<file path="src/rtl/bar_graph_pkg.sv">
// Shared types and constants for the bar-graph plotting controller.
// The optional background-clear mode is selected with the BAR_GRAPH_CLEAR_EN macro.
package bar_graph_pkg;

  typedef enum logic [2:0] {
    S_IDLE = 3'd0,
    S_LOAD = 3'd1,
    S_DRAW = 3'd2,
    S_NEXT = 3'd3,
    S_DONE = 3'd4
  } state_t;

  localparam logic [2:0] BG_COLOR = 3'b000;

  // Entry b is the colour of bar b: red, green, blue, yellow.
  localparam logic [3:0][2:0] BAR_COLOR = {3'b110, 3'b001, 3'b010, 3'b100};

  localparam int TILE_PIX     = 4;
  localparam int PIX_PER_TILE = 16;

endpackage

</file>
<file path="src/rtl/bar_graph_tile_counter.sv">
// Nested bar/tile position counter; presents the position that follows the
// current one and flags the final tile of the final bar.
module bar_graph_tile_counter #(
  parameter int NUM_BARS  = 4,
  parameter int MAX_TILES = 8,
  parameter int BW        = 2,
  parameter int TW        = 3
) (
  input  logic          clk,
  input  logic          resetn,
  input  logic          clear,
  input  logic          advance,
  output logic [BW-1:0] nxt_bar,
  output logic [TW-1:0] nxt_tile,
  output logic          last
);

  logic [BW-1:0] bar_q;
  logic [TW-1:0] tile_q;
  logic          tile_wrap;

  assign tile_wrap = (tile_q == TW'(MAX_TILES - 1));
  assign last      = tile_wrap && (bar_q == BW'(NUM_BARS - 1));

  // NOTE: every signal assigned in always_comb gets a default first, so no path can infer a latch.
  always_comb begin
    nxt_bar  = bar_q;
    nxt_tile = tile_q + TW'(1);
    if (last) begin
      nxt_bar  = '0;
      nxt_tile = '0;
    end else if (tile_wrap) begin
      nxt_bar  = bar_q + BW'(1);
      nxt_tile = '0;
    end
  end

  // NOTE: sequential state uses non-blocking assignments so every flop samples pre-edge values.
  always_ff @(posedge clk or negedge resetn) begin
    if (!resetn) begin
      bar_q  <= '0;
      tile_q <= '0;
    end else if (clear) begin
      bar_q  <= '0;
      tile_q <= '0;
    end else if (advance) begin
      bar_q  <= nxt_bar;
      tile_q <= nxt_tile;
    end
  end

endmodule

</file>
<file path="src/rtl/bar_graph_control.sv">
// Sequencer for the 4x4-tile bar-graph datapath: one LOAD + 16 DRAW + one NEXT per tile.
// Define BAR_GRAPH_CLEAR_EN to paint tiles above each bar in the background colour.
module bar_graph_control
  import bar_graph_pkg::*;
#(
  parameter int NUM_BARS  = 4,
  parameter int MAX_TILES = 8,
  parameter int HW        = 4,
  parameter int BASE_X    = 16,
  parameter int BAR_PITCH = 8,
  parameter int BASE_Y    = 400
) (
  input  logic                   clk,
  input  logic                   resetn,
  input  logic                   start,
  input  logic [NUM_BARS*HW-1:0] heights,
  output logic [9:0]             tile_x,
  output logic [8:0]             tile_y,
  output logic [2:0]             color_out,
  output logic                   ld_x,
  output logic                   ld_y,
  output logic                   ld_c,
  output logic                   draw_en,
  output logic                   plot,
  output logic                   busy,
  output logic                   done
);

  localparam int BW = (NUM_BARS  > 1) ? $clog2(NUM_BARS)  : 1;
  localparam int TW = (MAX_TILES > 1) ? $clog2(MAX_TILES) : 1;

  state_t        state, nxt_state;
  logic [3:0]    pix_cnt;
  logic [HW-1:0] snap_h [NUM_BARS];
  logic [BW-1:0] nxt_bar, cand_b;
  logic [TW-1:0] nxt_tile, cand_t;
  logic [HW-1:0] cand_h;
  logic          last, accept, advance, load_tile, ld, cand_fill, cand_draw;

  function automatic logic [HW-1:0] clamp_h(input logic [HW-1:0] h);
    return (int'(h) > MAX_TILES) ? HW'(MAX_TILES) : h;
  endfunction

  bar_graph_tile_counter #(
    .NUM_BARS (NUM_BARS),
    .MAX_TILES(MAX_TILES),
    .BW       (BW),
    .TW       (TW)
  ) u_counter (
    .clk     (clk),
    .resetn  (resetn),
    .clear   (accept),
    .advance (advance),
    .nxt_bar (nxt_bar),
    .nxt_tile(nxt_tile),
    .last    (last)
  );

  // The candidate is the tile about to be visited; in IDLE the snapshot is not
  // yet loaded, so the first tile is judged from the live (clamped) height.
  always_comb begin
    if (state == S_IDLE) begin
      cand_b = '0;
      cand_t = '0;
      cand_h = clamp_h(heights[HW-1:0]);
    end else begin
      cand_b = nxt_bar;
      cand_t = nxt_tile;
      cand_h = snap_h[nxt_bar];
    end
  end

  assign cand_fill = int'(cand_t) < int'(cand_h);

`ifdef BAR_GRAPH_CLEAR_EN
  assign cand_draw = 1'b1;
`else
  assign cand_draw = cand_fill;
`endif

  always_comb begin
    nxt_state = state;
    accept    = 1'b0;
    advance   = 1'b0;
    ld        = 1'b0;
    draw_en   = 1'b0;
    done      = 1'b0;
    case (state)
      S_IDLE: begin
        if (start) begin
          accept    = 1'b1;
          nxt_state = cand_draw ? S_LOAD : S_NEXT;
        end
      end
      S_LOAD: begin
        ld        = 1'b1;
        nxt_state = S_DRAW;
      end
      S_DRAW: begin
        draw_en = 1'b1;
        if (pix_cnt == 4'(PIX_PER_TILE - 1)) nxt_state = S_NEXT;
      end
      S_NEXT: begin
        advance = 1'b1;
        if (last)           nxt_state = S_DONE;
        else if (cand_draw) nxt_state = S_LOAD;
        else                nxt_state = S_NEXT;
      end
      S_DONE: begin
        done      = 1'b1;
        nxt_state = S_IDLE;
      end
      default: nxt_state = S_IDLE;
    endcase
  end

  assign load_tile = (nxt_state == S_LOAD);
  assign ld_x      = ld;
  assign ld_y      = ld;
  assign ld_c      = ld;
  assign plot      = draw_en;
  assign busy      = (state != S_IDLE);

  always_ff @(posedge clk or negedge resetn) begin
    if (!resetn) begin
      state   <= S_IDLE;
      pix_cnt <= '0;
    end else begin
      state   <= nxt_state;
      pix_cnt <= (state == S_DRAW) ? pix_cnt + 4'd1 : 4'd0;
    end
  end

  // NOTE: the height snapshot is left without reset; it is always written on start before it is read.
  always_ff @(posedge clk) begin
    if (accept) begin
      for (int b = 0; b < NUM_BARS; b++) snap_h[b] <= clamp_h(heights[b*HW +: HW]);
    end
  end

  // Tile geometry and colour are registered on entry to LOAD and held until the next tile.
  always_ff @(posedge clk or negedge resetn) begin
    if (!resetn) begin
      tile_x    <= '0;
      tile_y    <= '0;
      color_out <= '0;
    end else if (load_tile) begin
      tile_x    <= 10'(BASE_X) + 10'(cand_b) * 10'(BAR_PITCH);
      tile_y    <= 9'(BASE_Y) - 9'(TILE_PIX) * (9'(cand_t) + 9'd1);
      color_out <= cand_fill ? BAR_COLOR[2'(cand_b)] : BG_COLOR;
    end
  end

endmodule

</file>
<file path="config.mk">
export PLATFORM = sky130hd
export DESIGN_NAME = bar_graph_control
export DESIGN_NICKNAME = d
export VERILOG_FILES = /design/src/rtl/bar_graph_pkg.sv /design/src/rtl/bar_graph_tile_counter.sv /design/src/rtl/bar_graph_control.sv
export SDC_FILE = /design/constraint.sdc
export NUM_CORES = 1
export LEC_CHECK = 0
export CORE_MARGIN = 1
export CORE_UTILIZATION = 67
export DETAILED_ROUTE_END_ITERATION = 10
export DONT_BUFFER_PORTS = 1
export GPL_TIMING_DRIVEN = 1
export PLACE_DENSITY = 0.83
export RECOVER_POWER = 100
export SETUP_SLACK_MARGIN = 0.4
export SYNTH_ARGS = -nofsm -noshare
export SYNTH_HDL_FRONTEND = slang
export SYNTH_SLANG_ARGS = --single-unit
</file>
<file path="constraint.sdc">
create_clock -name clk -period 8.45 [get_ports clk]
set_input_delay 1.2675 -clock clk [delete_from_list [all_inputs] [get_ports clk]]
set_output_delay 1.2675 -clock clk [all_outputs]
set_load 0.02 [all_outputs]
</file>
==> results of run 1 <==
==> power by group through the flow <==
stage	Clock, mW	Combinational [mW]	Sequential [mW]
2_1_floorplan	0	0.299	0.297
3_3_place_gp	0	0.308	0.312
3_5_place_dp	0	0.319	0.315
4_1_cts	0.121	0.321	0.311
5_1_grt	0.126	0.329	0.317
6_report	0.117	0.295	0.311
==> worst max-delay path, cell delays in order, from the launching register on <==
cell and delay [ns]:
dfrtp_1 0.42, ha_1 0.25, ha_1 0.24, nand2_1 0.29, and2_0 0.47, mux2_2 0.24
nor2_1 0.04, a211oi_1 0.25, a21oi_1 0.08, ha_1 0.22, or4_1 0.55, a211oi_1 0.27
a221oi_2 0.08, a31oi_1 0.17, clkbuf_1 0.49, mux2_2 0.40
==> per-layer routing <==
metal | global-route usage | up-vias | share of wire
met5 | 0 | - | 0
met4 | 0.0836 | 0 | 0.0090
met3 | 0.0635 | 4 | 0.061
met2 | 0.382 | 64 | 0.50
met1 | 0.262 | 622 | 0.43
li1 | - | 601 | -
==> area by class of cell <==
cell class                 instances  area, um2  area share
clock inverter                     1       30.0      0.0148
clock buffer                       7       45.0      0.0222
timing repair buffer               2       7.51     0.00370
tap                               31       38.8      0.0191
sequential                        39       1060       0.520
inverter                           8       30.0      0.0148
multi-input combinational        123        823       0.405
==> Yosys cell counts <==
master,number,area [um2]
dfrtp_1,23,576
nor2_1,18,67.6
edfxtp_1,16,480
buf_4,14,105
nor2b_1,13,81.3
nand2_1,11,41.3
a21oi_1,9,45.0
ha_1,8,100
inv_1,8,30.0
mux2_4,8,120
and2_1,6,37.5
clkbuf_1,6,22.5
mux2i_1,5,50.1
nand3_1,5,25.0
a211oi_1,3,22.5
a21o_1,3,22.5
mux2_2,3,33.8
o21ai_0,3,15.0
buf_6,2,22.5
nor3_1,2,10.0
o22ai_1,2,12.5
xor2_1,2,17.5
a21bo_2,1,10.0
a221oi_1,1,8.76
a221oi_2,1,15.0
a22o_1,1,8.76
a311o_1,1,10.0
a311oi_1,1,8.76
a31oi_1,1,6.26
and2_4,1,8.76
conb_1,1,3.75
nand3b_1,1,7.51
or2_2,1,6.26
or3_1,1,6.26
or4_1,1,7.51
xnor2_1,1,8.76
==> how the worst max path moves through the flow <==
stage	depth (start not counted)	slack (ns)	endpoint
after floorplan	16	4.71	color_out[1]
after global placement	15	4.72	color_out[0]
after detailed placement	15	4.54	color_out[0]
after CTS	15	4.51	color_out[0]
after global routing	15	3.71	tile_y[6]
final	15	3.90	color_out[0]
==> per-stage QoR <==
| stage | power [mW] | instances | instance area, um2 | util |
|---|---|---|---|---|
| finish | 0.724 | 211 | 2030 | 0.718 |
| global route | 0.772 | 211 | 2030 | 0.718 |
| CTS | 0.753 | 211 | 2060 | 0.729 |
| detailed placement | 0.633 | 203 | 1990 | 0.703 |
| global placement | 0.621 | 203 | 1990 | 0.703 |
| floorplan | 0.595 | 192 | 2080 | - |
==> state kept, by name, indices dropped and copies added (netlist names) <==
name / count
color_out: 3
pix_cnt: 4
snap_h: 16
state: 3
tile_x: 3
tile_y: 5
u_counter.bar_q: 2
u_counter.tile_q: 3
==> cells by family (layout without fill, tap and decap cells) <==
family          Yosys count  after routing  synth area share
simple gates             60             60             0.146
flops                    39             39             0.514
buf+inv                  30             18            0.0877
compound gates           27             27            0.0901
mux                      16             16            0.0993
fa+ha+maj                 8              8            0.0487
xor+xnor                  3              3            0.0128
other cells               1              9           0.00183
==> flow_summary.json, run 1 <==
{
  "clock_power_share": 0.162,
  "clock_latency_ns": 0.33,
  "crit_fanout": 11,
  "h-tree-depth": 2,
  "regToRegSetupSlack_ns": 3.90,
  "dpl.hpwl_mm": 2.49,
  "path_class": "reg2reg",
  "nNetsFinal": 206,
  "p_per_area_nw_per_um2": 357,
  "fillers": 205,
  "fp.dieH_um": 57.4,
  "reg2reg_to": "color_out[0]",
  "cts_setup_buffers": 0,
  "p_seq_frac": 0.430,
  "p_int_uw": 432,
  "overflow": 0,
  "finalClockSkew_ns": 0.00666,
  "arrival_ns": 4.77,
  "failed_checks": "DRC",
  "numCtsBuffers": 5,
  "drc": 5,
  "io_pins": 48,
  "p_leak_nw": 0.885,
  "coreArea_um2": 2830,
  "start_util": 0.726,
  "min_to": "pix_cnt[0]",
  "drive_above_1_share": 0.0778,
  "outcome": "complete, but fails checks",
  "vias": 1291,
  "ys_ff_latch": 39,
  "min_path_type": "reg2reg",
  "r2r_start": "u_counter.tile_q[0]",
  "cts.sinks": 39,
  "postSynthCellCount": 184,
  "cts-root-buf": "clkbuf_4",
  "cts_resized": 0,
  "die_x_um": 57.4,
  "dieArea_um2": 3290,
  "min_period_ns": 4.55,
  "hold_start": "pix_cnt[0]",
  "clk_path_buf_depth": 2,
  "hold_ws_ns": 0.485,
  "finalCritPeriodShare": 0.539,
  "viasPerCell": 6.12,
  "grt_pass1_wl_mm": 5.40,
  "cts_tree": "yes",
  "setup.worst_path.start": "u_counter.tile_q[0]",
  "grt_max_degree": 24,
  "cts_hold_buf": 0,
  "place_congestion": 0.901,
  "power.net_switching_uw": 292,
  "hold_viol_final": 0,
  "combPwrFrac": 0.408,
  "maxSlewViolCount": 0,
  "fin_tns_setup_ns": 0,
  "cap_violations": 0,
  "rsz0062_at_grt": "no",
  "pre_cts_ws_ns": 4.54,
  "drt_iter0_markers": 52,
  "dr.pass1.iters": 8,
  "yosysUniqueCellTypes": 36,
  "rows": 19,
  "layout_setup_ws_ns": 3.90,
  "final_common_cell": "dfrtp_1",
  "netlist_area_um2": 2050,
  "diodes": 0,
  "worstPathRequired_ns": 8.67,
  "r2r_cells": 15,
  "max-slew-margin-rel": 0.359,
  "port_buffers": 0,
  "cp-start-kind": "flop",
  "ant_nets": 0,
  "worst_pin_slew_ns": 0.961,
  "setup_viol": 0,
  "final_cell_mix": "dfrtp_1 (23), nor2_1 (18), edfxtp_1 (16)",
  "avgSynthCellArea_um2": 11.2,
  "drt-wirelength-per-cell_um": 16.2,
  "synthToLayoutAreaGrowth_pct": -1.16,
  "antenna_found_initial": 0,
  "ir_worst_vdd_v": 0.000168,
  "track_usage": 0.222,
  "swShare": 0.404,
  "clkTransAtPathRegs_ns": 0.11,
  "finalWirelength_mm": 3.43,
  "hold_depth": 1,
  "max_freq_mhz": 220,
  "yosys_warnings": 0,
  "grt_pass1_vias": 1206,
  "cp-end-kind": "flop",
  "yosysSeqAreaShare": 0.514
}
Power figures use the tool's default switching activity.
==> run 2: changes to the inputs <==
--- a/config.mk
+++ b/config.mk
@@ -6,11 +6,11 @@
 export NUM_CORES = 1
 export LEC_CHECK = 0
 export CORE_MARGIN = 1
-export CORE_UTILIZATION = 67
+export CORE_UTILIZATION = 56
 export DETAILED_ROUTE_END_ITERATION = 10
 export DONT_BUFFER_PORTS = 1
 export GPL_TIMING_DRIVEN = 1
-export PLACE_DENSITY = 0.83
+export PLACE_DENSITY = 0.74
 export RECOVER_POWER = 100
 export SETUP_SLACK_MARGIN = 0.4
 export SYNTH_ARGS = -nofsm -noshare
==> constraint.sdc (replaced) <==
create_clock -name clk -period 3.7 [get_ports clk]
set_input_delay 0.555 -clock clk [delete_from_list [all_inputs] [get_ports clk]]
set_output_delay 0.555 -clock clk [all_outputs]
set_load 0.02 [all_outputs]
==> flow_summary.json, run 2 (synthesized netlist as in run 1, its figures left out) <==
{
  "outcome": "completed",
  "setup_viol": 0,
  "dieArea_um2": 3920,
  "antenna_found_initial": 0,
  "grt_pass1_vias": 1337,
  "cp-start-kind": "flop",
  "drt-wirelength-per-cell_um": 15.3,
  "min_path_type": "in2reg",
  "final_cells": 241,
  "track_usage": 0.208,
  "cap_violations": 0,
  "regMostFlops": "snap_h",
  "p_per_area_nw_per_um2": 862,
  "dpl.hpwl_mm": 2.73,
  "grt_pass1_wl_mm": 6.27,
  "maxSlewViolCount": 0,
  "grt_busiest_layer": "met2",
  "drt_iter0_markers": 62,
  "clkTransAtPathRegs_ns": 0.13,
  "rsz0062_at_grt": "yes",
  "hold_viol_final": 0,
  "ant_nets": 0,
  "worst_pin_slew_ns": 0.989,
  "port_buffers": 0,
  "rows": 21,
  "start_util": 0.601,
  "overflow": 0,
  "ir_worst_vdd_v": 0.000366,
  "largestRegisters": "snap_h: 16 flops, tile_y: 5 flops, pix_cnt: 4 flops",
  "final_common_cell": "dfrtp_1",
  "grt_util_met3": 0.0821,
  "final_cell_mix": "dfrtp_1 (23), nor2_1 (16), edfxtp_1 (16)",
  "place_inst": 221,
  "diodes": 0,
  "finalCritPeriodShare": 0.952,
  "min_period_ns": 3.52,
  "drc": 0,
  "crit_fanout": 6,
  "cts_tree": "yes",
  "place_congestion": 0.849,
  "drive_above_1_share": 0.251,
  "grt_max_degree": 24,
  "met2_usage": 0.340,
  "nNetsFinal": 221,
  "coreArea_um2": 3420,
  "hold_ws_ns": 0.294,
  "h-tree-depth": 2,
  "numCtsBuffers": 5,
  "post-route-util": 0.670,
  "io_pins": 48,
  "die_x_um": 62.6,
  "fp.dieH_um": 62.6,
  "use_met1": 0.250,
  "arrival_ns": 3.78,
  "cp-end-kind": "flop",
  "max_freq_mhz": 284,
  "finalWirelength_mm": 3.69,
  "clock_latency_ns": 0.36,
  "cts.sinks": 39,
  "cts-root-buf": "clkbuf_4",
  "clk_path_buf_depth": 2,
  "viasPerCell": 5.37,
  "max-slew-margin-rel": 0.338,
  "p_leak_nw": 1.00,
  "worstPathRequired_ns": 3.96,
  "finalClockSkew_ns": 0.0220,
  "largest_reg_flops": 16,
  "path_class": "reg2reg",
  "dr.pass1.iters": 3,
  "vias": 1294,
  "fin_tns_setup_ns": 0,
  "synthToLayoutAreaGrowth_pct": 11.4
}
[run 2: cell types whose count changed in the layout (fill, tap and decap cells not counted), sizes merged]
cell         delta
clkbuf          -2
buf            +15
dlygate4sd3     +1
bufinv          +1
[run 2: worst paths after layout]
check | startpoint | endpoint | slack, ns | depth (start not counted)
max in group asynchronous | resetn | u_counter.bar_q[1] | 2.29 | 1
worst max register to register | u_counter.tile_q[0] | color_out[0] | 0.18 | 15
worst max-delay path | u_counter.tile_q[0] | color_out[0] | 0.18 | 15
worst min register to register | pix_cnt[0] | pix_cnt[0] | 0.47 | 1
worst min-delay path | heights[7] | snap_h[1][3] | 0.29 | 0
min in group asynchronous | resetn | tile_y[3] | 0.79 | 1
[run 2: layer usage]
layer / vias to the layer above / routed length [um]
li1: 631 / -
met1: 598 / 1570
met2: 53 / 1780
met3: 12 / 255
met4: 0 / 95
met5: - / 0
[run 2: final cells by class]
| cell class | instances | area, um2 |
|---|---|---|
| clock buffer | 6 | 41.3 |
| clock inverter | 2 | 60.1 |
| fill | 248 | 1130 |
| inverter | 8 | 30.0 |
| multi-input combinational | 123 | 910 |
| sequential | 39 | 1060 |
| tap | 46 | 57.6 |
| timing repair buffer | 17 | 134 |
[run 2: stage by stage]
stage                     power [mW]  worst slack, ns  area, um2
after floorplan                 1.38           0.0550       2120
after global placement          1.46           0.0818       2070
after detailed placement        1.50           0.0106       2070
after CTS                       1.91            0.153       2230
after global routing            2.10           0.0157       2290
final                           1.97            0.179       2290
[run 2: worst max-delay path, stage by stage, from the launching register on]
cell and delay [ns]:
dfrtp_1 0.41, ha_2 0.21, ha_4 0.16, mux2_4 0.30, and2_4 0.20, mux2_4 0.20, nor2_2 0.03, a211oi_2 0.19
a21oi_1 0.07, ha_2 0.18, or4_4 0.55, a211oi_2 0.18, a221oi_2 0.06, a31oi_1 0.18, buf_4 0.20, mux2_4 0.31
[run 2: timing repair]
action	4_1_cts	5_1_grt
pin swaps	7	0
gates resized for setup	3	8
setup buffers	5	5
hold buffers	1	0
hold endpoints to repair	23	0
endpoints found under the setup margin	11	11
cloned	1	0
[run 2: power breakdown]
| group | switching [mW] | internal [mW] | leakage [nW] |
|---|---|---|---|
| sequential | 0.141 | 0.574 | 0.436 |
| clock | 0.139 | 0.211 | 0.0525 |
| combinational | 0.474 | 0.435 | 0.514 |
| total | 0.753 | 1.22 | 1.00 |
==> run 3: changes to the inputs <==
--- a/config.mk
+++ b/config.mk
@@ -5,6 +5,7 @@
 export SDC_FILE = /design/constraint.sdc
 export NUM_CORES = 1
 export LEC_CHECK = 0
+export CAP_MARGIN = 15
 export CORE_MARGIN = 1
 export CORE_UTILIZATION = 56
 export DETAILED_ROUTE_END_ITERATION = 10
==> results of run 3 <==
The final DEF is identical to that of run 2; final timing and power are the same.
